[src/rtl/keypad_entry_ctrl.sv]
// Keypad entry controller: debounces a raw 10-key keypad and shifts accepted
// digits into a 4-digit MM:SS BCD entry from the right, microwave-style.
//
// Ports:
//   clk        - system clock, rising edge
//   reset      - synchronous active-high reset
//   keyboard   - raw keypad lines, bit i high = key i pressed
//   enablen    - active-low entry enable (high freezes the entry)
//   clear      - synchronous clear of the entry
//   sec_ones   - BCD digit 0 (most recent key)
//   sec_tens   - BCD digit 1
//   min_ones   - BCD digit 2
//   min_tens   - BCD digit 3 (oldest key)
//   digit_cnt  - number of digits entered, 0..4
//   key_valid  - one-cycle pulse when an accepted digit appears
//   entry_full - high while digit_cnt == 4
module keypad_entry_ctrl #(
  parameter int unsigned DEB_CYCLES = 4
) (
  input  logic       clk,
  input  logic       reset,
  input  logic [9:0] keyboard,
  input  logic       enablen,
  input  logic       clear,
  output logic [3:0] sec_ones,
  output logic [3:0] sec_tens,
  output logic [3:0] min_ones,
  output logic [3:0] min_tens,
  output logic [2:0] digit_cnt,
  output logic       key_valid,
  output logic       entry_full
);

  localparam logic [7:0] DebMax = 8'(DEB_CYCLES);

  typedef enum logic [1:0] {StIdle, StDebounce, StWaitRel} state_e;

  state_e      state_q, state_d;
  logic [7:0]  deb_cnt_q, deb_cnt_d;
  logic [9:0]  key_q, key_d;
  logic [15:0] digits_q, digits_d;   // {min_tens, min_ones, sec_tens, sec_ones}
  logic [2:0]  digit_cnt_q, digit_cnt_d;
  logic        key_valid_q, key_valid_d;
  logic        onehot;
  logic        accept;
  logic [3:0]  key_bcd;

  // Zero and multi-key samples both fail this test.
  assign onehot = (keyboard != '0) && ((keyboard & (keyboard - 10'd1)) == '0);

  always_comb begin
    key_bcd = 4'd0;
    for (int i = 0; i < 10; i++) begin
      if (key_q[i]) key_bcd = 4'(i);
    end
  end

  always_comb begin
    state_d     = state_q;
    deb_cnt_d   = deb_cnt_q;
    key_d       = key_q;
    digits_d    = digits_q;
    digit_cnt_d = digit_cnt_q;
    key_valid_d = 1'b0;
    accept      = 1'b0;

    unique case (state_q)
      StIdle: begin
        if (onehot) begin
          key_d     = keyboard;
          deb_cnt_d = 8'd1;
          state_d   = StDebounce;
        end
      end
      StDebounce: begin
        if (keyboard == key_q) begin
          if (deb_cnt_q + 8'd1 == DebMax) begin
            accept    = 1'b1;
            deb_cnt_d = 8'd0;
            state_d   = StWaitRel;
          end else begin
            deb_cnt_d = deb_cnt_q + 8'd1;
          end
        end else begin
          deb_cnt_d = 8'd0;
          state_d   = StIdle;
        end
      end
      StWaitRel: begin
        if (keyboard == '0) state_d = StIdle;
      end
      default: begin
        deb_cnt_d = 8'd0;
        state_d   = StIdle;
      end
    endcase

    // A full entry swallows the key but the FSM still waits for release.
    if (accept && (digit_cnt_q < 3'd4)) begin
      digits_d    = {digits_q[11:0], key_bcd};
      digit_cnt_d = digit_cnt_q + 3'd1;
      key_valid_d = 1'b1;
    end

    if (enablen) begin
      state_d     = StIdle;
      deb_cnt_d   = 8'd0;
      digits_d    = digits_q;
      digit_cnt_d = digit_cnt_q;
      key_valid_d = 1'b0;
    end

    // Going to WaitRel keeps a still-held key from being re-entered.
    if (clear) begin
      state_d     = StWaitRel;
      deb_cnt_d   = 8'd0;
      digits_d    = '0;
      digit_cnt_d = 3'd0;
      key_valid_d = 1'b0;
    end
  end

  always_ff @(posedge clk) begin
    if (reset) begin
      state_q     <= StIdle;
      deb_cnt_q   <= 8'd0;
      key_q       <= '0;
      digits_q    <= '0;
      digit_cnt_q <= 3'd0;
      key_valid_q <= 1'b0;
    end else begin
      state_q     <= state_d;
      deb_cnt_q   <= deb_cnt_d;
      key_q       <= key_d;
      digits_q    <= digits_d;
      digit_cnt_q <= digit_cnt_d;
      key_valid_q <= key_valid_d;
    end
  end

  assign sec_ones   = digits_q[3:0];
  assign sec_tens   = digits_q[7:4];
  assign min_ones   = digits_q[11:8];
  assign min_tens   = digits_q[15:12];
  assign digit_cnt  = digit_cnt_q;
  assign key_valid  = key_valid_q;
  assign entry_full = (digit_cnt_q == 3'd4);

endmodule

[config.mk]
export PLATFORM = sky130hd
export DESIGN_NAME = keypad_entry_ctrl
export DESIGN_NICKNAME = d
export VERILOG_FILES = /design/src/rtl/keypad_entry_ctrl.sv
export SDC_FILE = /design/constraint.sdc
export NUM_CORES = 1
export LEC_CHECK = 0
export ABC_AREA = 1
export CORE_MARGIN = 3
export CORE_UTILIZATION = 54
export CTS_CLUSTER_DIAMETER = 40
export DETAILED_ROUTE_END_ITERATION = 8
export GPL_TIMING_DRIVEN = 1
export PLACE_DENSITY = 0.8
export SYNTH_ARGS = -nofsm -noshare
export SYNTH_HDL_FRONTEND = slang
export SYNTH_SLANG_ARGS = --single-unit
[constraint.sdc]
create_clock -name clk -period 2.3 [get_ports clk]
set_input_delay 0.345 -clock clk [delete_from_list [all_inputs] [get_ports clk]]
set_output_delay 0.345 -clock clk [all_outputs]
set_load 0.01 [all_outputs]
# --- Word level (Yosys, flattened, before mapping) ---
# Index checks and enable logic that the tools add are counted.
op_classes:
  magnitude_cmp: 1
  addsub: 3
  eq_ne: 11
  bitwise: 3
  mux: 24
  n_reduce_logical: 13
op_table:
  columns: ["op", "count"]
  rows:
  - ["$mux 4", 8]
  - ["$mux 8", 3]
  - ["$pmux 8 s3", 1]
  - ["$logic_not 10->1", 2]
  - ["$mux 2", 6]
  - ["$and 10x10->10", 1]
  - ["$eq 10x10->1", 1]
  - ["$reduce_bool 10->1", 1]
  - ["$sub 10x1->10 const B", 1]
  - ["$add 8x1->8 const B", 1]
  - ["$eq 8x3->1 const B", 1]
  - ["$ne 4x4->1 const B", 2]
  - ["$pmux 2 s3", 1]
  - ["$reduce_and 2->1", 3]
  - ["$reduce_and 3->1", 2]
  - ["$mux 1", 5]
  - ["$ne 5x5->1 const B", 1]
  - ["$ne 2x2->1 const B", 2]
  - ["$add 3x1->3 const B", 1]
  - ["$eq 3x3->1 const B", 1]
  - ["$lt 3x3->1 const B", 1]
  - ["$ne 3x3->1 const B", 1]
  - ["$reduce_or 3->1", 1]
  - ["$eq 2x1->1 const B", 1]
  - ["other kinds (5)", 7]
word_totals:
  elab_cells: 62
  register_bits: 40
  out_inout_bits: 21

# --- Longest topological paths before layout ---
# Gate-level depths: netlist of run 1.
logic_depth:
  depth_word: 9
  ltp_mapped: 16
  depth_no_buf: 15

# --- Worst setup path before layout of run 1 ---
# Ideal clock, no wire load.
synth_timing:
  path_type: "register to register"
  start: "register deb_cnt_q[0]"
  end: "register digits_q[1]"
  setup_time_ns: 0.070
  t_arrival_ns: 1.747
  path_slack_ns: 0.483
  stages_incl_launch_ff: 14
  cell_sequence: "dfxtp_1 -> ha_1 -> nand2_1 -> nor2_1 -> nand2_1 -> nand2_1 -> nand3_2 -> nor2_4 -> inv_2 -> nor2_4 -> buf_6 -> buf_8 -> nand4_1 -> a21oi_1"
synth_via:
  elab_chain_cells: 7
synth_lines:
  columns: ["item", "line", "source"]
  rows:
  - ["start: declaration", "39", "logic [7:0] deb_cnt_q, deb_cnt_d;"]
  - ["start signal: assignment", "133", "deb_cnt_q <= deb_cnt_d;"]
  - ["$add 8x1->8", "77", "if (deb_cnt_q + 8'd1 == DebMax) begin"]
  - ["$eq 8x3->1", "77", null]
  - ["$mux 1", "77", null]
  - ["$mux 1", "76", "if (keyboard == key_q) begin"]
  - ["$mux 1", "67", "unique case (state_q)"]
  - ["$logic_and 1x1->1", "99", "if (accept && (digit_cnt_q < 3'd4)) begin"]
  - ["$reduce_and 2->1 (no source line)", null, null]
  - ["end signal: assignment", "135", "digits_q <= digits_d;"]
  - ["end: declaration", "41", "logic [15:0] digits_q, digits_d;"]
# No other way between the ends.
# A chain may end at the register's enable or synchronous reset.

==> metrics.txt, run 1 <==
H-Tree Depth=2; Min-Delay Endpoint=digits_q[4]; Core Util, Final=0.744; Arr. time, crit path=approximately 2300 ps; NumNets Final=between 400 and 500; Net Count, Synth=a little under 400; FF-to-FF setup slack=230 ps; area leader, netlist=dfxtp_1; mapped cell area=between 0.002 and 0.0025 sq mm; Worst Clk Skew=~6.9 ps; Crit Path Category=register to register; area fraction of the dominant cell type after synthesis=0.353; Cells after Synth=around 370; worst setup margin=approximately 230 ps; Pre-antenna DRT Iters=5; Reg2Reg Depth=14; fillers=about 330; Critical Path Fanout Max=6; Final setup viols=0; Max IR drop VDD=just over 600 uV; Post-Syn Area per Cell=about 6.2 sq um; ANT nets after route=0; crit share post-route=0.899; min-delay src=digits_q[0]; setup TNS=0 ps; Die H=70.8 um; sequential cell area=803 sq um; Netlist cell types=26; worst-margin pin slew=between 300 and 400 ps; CTS tree=built; Post-CTS Setup Bufs=0; Final min period=just over 2000 ps; Slew headroom=0.798; most common cell after layout, fill and taps aside=nand2_1; max-slew violation count=0; Max Cap Violations=0; ANT cells=0; most frequent cells in the layout=nand2_1, nor2_1, inv_1; Pwr Density=roughly 570 mW/mm^2; dpl ws=-37.7 ps; register area share after synthesis=0.353; startpoint types=register; dpl hpwl=roughly 4100 um; Crit path top cell by count=nand2_1; CTS resizes=0; f_max=roughly 480 MHz; Critical Path Source=deb_cnt_q[0]; cts hold-fix bufs=0; routability cong.=between 0.9 and 1; leakage=~1.3 nW; number of synthesized register bits=40; RSZ-0062 raised after global routing=false; slowest stage cell, crit path=dfxtp_2; Root Driver=clkbuf_8; Multi-input gate area=around 0.0012 sq mm; clk slew on worst S/H paths=approximately 80 ps; worst skew pair latency=~300 ps; vias per cell=5.14; I/O pins=35; Hold Path Stages=2; WL final=around 5500 um; Die Wd=slightly above 70 um; core area=around 0.0039 sq mm; Area Overhead vs Synth=26.6%; Fin. Hold Viols=0; # clock sinks=40; largest net degree at the start of global routing=18; R2R Path End=key_q[1]; GRT Util Overall=0.232; share of layout cells above drive strength 1=0.0892; synth warn=0; number of CTS-inserted buffers=5; Worst setup EP type=register; hold_ws=480 ps; total gr overflow=0; placed cell areas=roughly 0.0027 sq mm; placed cells=approximately 460; num rows=22; initial antenna violation count=0; routed len/inst=between 10 and 15 um; Max Buffers Root-to-Sink=2; 1st-iter DRT viols=195; Design Area, Final=around 0.0029 sq mm; first-pass GRT wire length=roughly 9500 um; PnR Total Power=between 1.5 and 2 mW; final non-filler cell total=463; worst hold path type=register to register; buffers added on ports=34; CP Data Required Time=about 2500 ps; status=finished, final reports clean; DR DRC count=0; via count=~2400; largest cells by area after synthesis=dfxtp_1, nand2_1, nor2_1, inv_1, o21ai_0; delay of the slowest critical-path stage=slightly above 400 ps; DIE AREA=between 0.005 and 0.006 sq mm; cells along the critical path=ha_1 -> nand2_1 -> nor2_1 -> nand2_1 -> nand2_1 -> nand3_2 -> nor2_4 -> inv_2 -> nand2_1 -> nand3_2 -> buf_4 -> nand2_1 -> nand2_1 -> nor2_1; vias in the first global route=roughly 2300; initial core utilization=0.588; R2R Path Start=deb_cnt_q[0]
[synthesized netlist by cell type, drive strengths merged]
cell and n:
a21oi 18, buf 7, clkinv 2, dfxtp 40
ha 4, inv 44, nand2 101, nand3 16
nand3b 1, nand4 10, nor2 90, nor3 6
o21a 1, o21ai 21, o21bai 2, or2 1
xnor2 2, xor2 1
[final cells by class]
type,count,share of cell area
multi-input cells,274,0.434
clock inverters,2,0.0209
repair buffers,48,0.160
well taps,48,0.0209
inverters,46,0.0602
flip-flops and latches,40,0.280
clock buffers,5,0.0240
[report_power, final]
part	total, mW	internal, mW	switching, mW
sequential	0.725	0.710	0.0153
combinational	0.228	0.0907	0.138
clock	0.671	0.427	0.244
total	1.62	1.23	0.397
[registers in the layout, summed over array words and instances (netlist names)]
signal and count:
digits_q 16, digit_cnt 3, state_q 2, key_q 10, key_valid 1, deb_cnt_q 8
[critical path, delay by kind of cell, from the launching register on]
family | cells | cell delay (ps)
buf+inv | 2 | 260
flops | 1 | 410
simple gates | 11 | 1080
fa+ha+maj | 1 | 240
[routing by layer]
metal	vias to the layer above	track usage	share of wire
li1	1234	-	-
met2	71	0.393	0.47
met4	0	0.0960	0.022
met3	11	0.0497	0.059
met1	1062	0.285	0.45
met5	-	0	0
[logic make-up (layout without fill, tap and decap cells)]
kind of cell | count (synthesis) | after routing | share of synthesized area
and+or+nand+nor | 225 | 225 | 0.419
adders and majority gates | 4 | 4 | 0.0221
DFF | 40 | 40 | 0.353
AOI/OAI and AO/OA | 42 | 42 | 0.0961
buffers and inverters | 53 | 101 | 0.0983
xor gates and xnor gates | 3 | 3 | 0.0116
[how the worst max path moves through the flow]
stage / endpoint / cells after the start
global placement: key_q[2] / 14
CTS: key_q[1] / 14
floorplan: digits_q[1] / 13
global route: key_q[8] / 14
detailed placement: key_q[1] / 15
finish: key_q[1] / 14
Power figures use the tool's default switching activity.
==> inputs of run 2 (changes only) <==
- TNS_END_PERCENT: unset -> 1
==> results of run 2 <==
Final layout, timing and power as in run 1 (identical DEF).
==> inputs of run 3 (changes only) <==
- CELL_PAD_IN_SITES_DETAIL_PLACEMENT: unset -> 1
- CELL_PAD_IN_SITES_GLOBAL_PLACEMENT: unset -> 1
- CORE_UTILIZATION: 54 -> 37
- PLACE_DENSITY: 0.8 -> unset
- PLACE_DENSITY_LB_ADDON: unset -> 0.1
==> run 3 against run 2 <==
  * Register-to-register slack barely moved
  * Core utilization fell by 24 points
  * Die area rose by 42%
  * Worst hold slack improved by 7.4 ps
  * Clock skew fell by 3.2 ps
  * Largest cell class unchanged
==> metrics.txt, run 3 (synthesis gave the netlist of run 1 again) <==
status=finished, final reports clean; setup TNS=0 ps; ANT nets after route=0; sequential cell area=803 sq um; worst-margin pin slew=roughly 370 ps; crit share post-route=0.913; Pwr Density=approximately 530 mW/mm^2; CTS tree=built; cells along the critical path=clkdlybuf4s50_1 -> inv_1 -> buf_4 -> nand2_1 -> nor2_2 -> nand2_1 -> nor2_1 -> nor2_1 -> nand3_1 -> nand2_1 -> nand3_2 -> buf_12 -> nand2_1 -> nand2_1 -> nor2_1; initial core utilization=0.397; min-delay src=digits_q[1]; vias in the first global route=about 2400; vias per cell=roughly 4.9; H-Tree Depth=2; Worst Setup EP=key_q[9]; via count=approximately 2400; Max Cap Violations=0; Final min period=2100 ps; R2R Path End=key_q[9]; Critical Path Source=keyboard[3]; Worst setup EP type=register; routability cong.=0.871; GRT Util Overall=0.188; delay of the slowest critical-path stage=roughly 470 ps; number of CTS-inserted buffers=5; share of layout cells above drive strength 1=0.0983; Slew headroom=0.751; Crit path top cell by count=nand2_1; most common cell after layout, fill and taps aside=nand2_1; slowest stage cell, crit path=clkdlybuf4s50_1; Root Driver=clkbuf_8; RSZ-0062 raised after global routing=false; startpoint types=input port; clk slew on worst S/H paths=approximately 70 ps; initial antenna violation count=0; Max Buffers Root-to-Sink=2; Max IR drop VDD=roughly 350 uV; Fin. Hold Viols=0; WL final=~6400 um; largest net degree at the start of global routing=22; dpl hpwl=slightly below 5000 um; most frequent cells in the layout=nand2_1, nor2_1, inv_1; DIE AREA=0.00710 sq mm; Die H=between 80 and 90 um; Area Overhead vs Synth=27.8%; Arr. time, crit path=~2300 ps; PnR Total Power=roughly 1.5 mW; fillers=just under 800; Multi-input gate area=about 0.0013 sq mm; max-slew violation count=0; Worst Clk Skew=roughly 3.7 ps; NumNets Final=434; ANT cells=0; worst skew pair latency=290 ps; biggest regs=digits_q: 16 flops, key_q: 10 flops, deb_cnt_q: 8 flops; f_max=476 MHz; worst hold path type=register to register; CP Data Required Time=between 2000 and 2500 ps; core area=approximately 0.0057 sq mm; total gr overflow=0; FF-to-FF setup slack=between 200 and 250 ps; Hold Path Stages=2; R2R Path Start=deb_cnt_q[0]; leakage=roughly 1.3 nW; # clock sinks=40; Reg2Reg Depth=16; Critical Path Fanout Max=21; I/O pins=35; num rows=27; max reg flops=16; Pre-antenna DRT Iters=4; routed len/inst=~13 um; Core Util, Final=0.507; 1st-iter DRT viols=84; Die Wd=~84 um; DR DRC count=0; most flop-heavy register=digits_q; first-pass GRT wire length=approximately 11000 um; Final setup viols=0; buffers added on ports=34; Post-CTS Setup Bufs=0; Crit Path Category=input port to register
## run 3: worst max-delay path, delay by kind of cell
family        cells  cell delay, ps
buf+inv           4             840
simple gates     11            1090
## run 3: worst min path at each step
stage,slack (ps),end
6_report,490,digits_q[1]
5_1_grt,510,digits_q[4]
3_5_place_dp,480,digits_q[1]
4_1_cts,490,digits_q[1]
2_1_floorplan,410,state_q[1]
3_3_place_gp,470,deb_cnt_q[7]
## run 3: final cells by class
cell class | instances | share of cell area
inverter | 46 | 0.0596
tap | 72 | 0.0311
clock inverter | 2 | 0.0121
multi-input combinational | 274 | 0.434
sequential | 40 | 0.277
clock buffer | 6 | 0.0251
timing repair buffer | 49 | 0.161
## run 3: per-stage QoR
stage | hold WS [ps] | cell area [sq um] | worst slack [ps] | cells
CTS | 491 | 2880 | 77.5 | 489
global placement | 472 | 2770 | -104 | 481
detailed placement | 479 | 2770 | -157 | 481
finish | 487 | 2900 | 201 | 489
floorplan | 414 | 2270 | 483 | 367
global route | 513 | 2900 | 2.97 | 489
## run 3: power breakdown
group / switching, mW / internal, mW / total (mW)
combinational: 0.142 / 0.0887 / 0.231
clock: 0.248 / 0.322 / 0.570
sequential: 0.0148 / 0.709 / 0.724
## run 3: what timing repair did
action                     in CTS  in global routing
setup endpoints to repair       0                 37
hold buffers                    0                  0
resized for setup               0                  7
hold endpoints to repair        0                  0
## run 3: metal layers
metal,up-vias,GRT usage,share of wire
li1,1235,-,-
met1,1135,0.249,0.48
met2,37,0.321,0.48
met3,4,0.0324,0.033
met4,0,0.0395,0.0076
met5,-,0,0
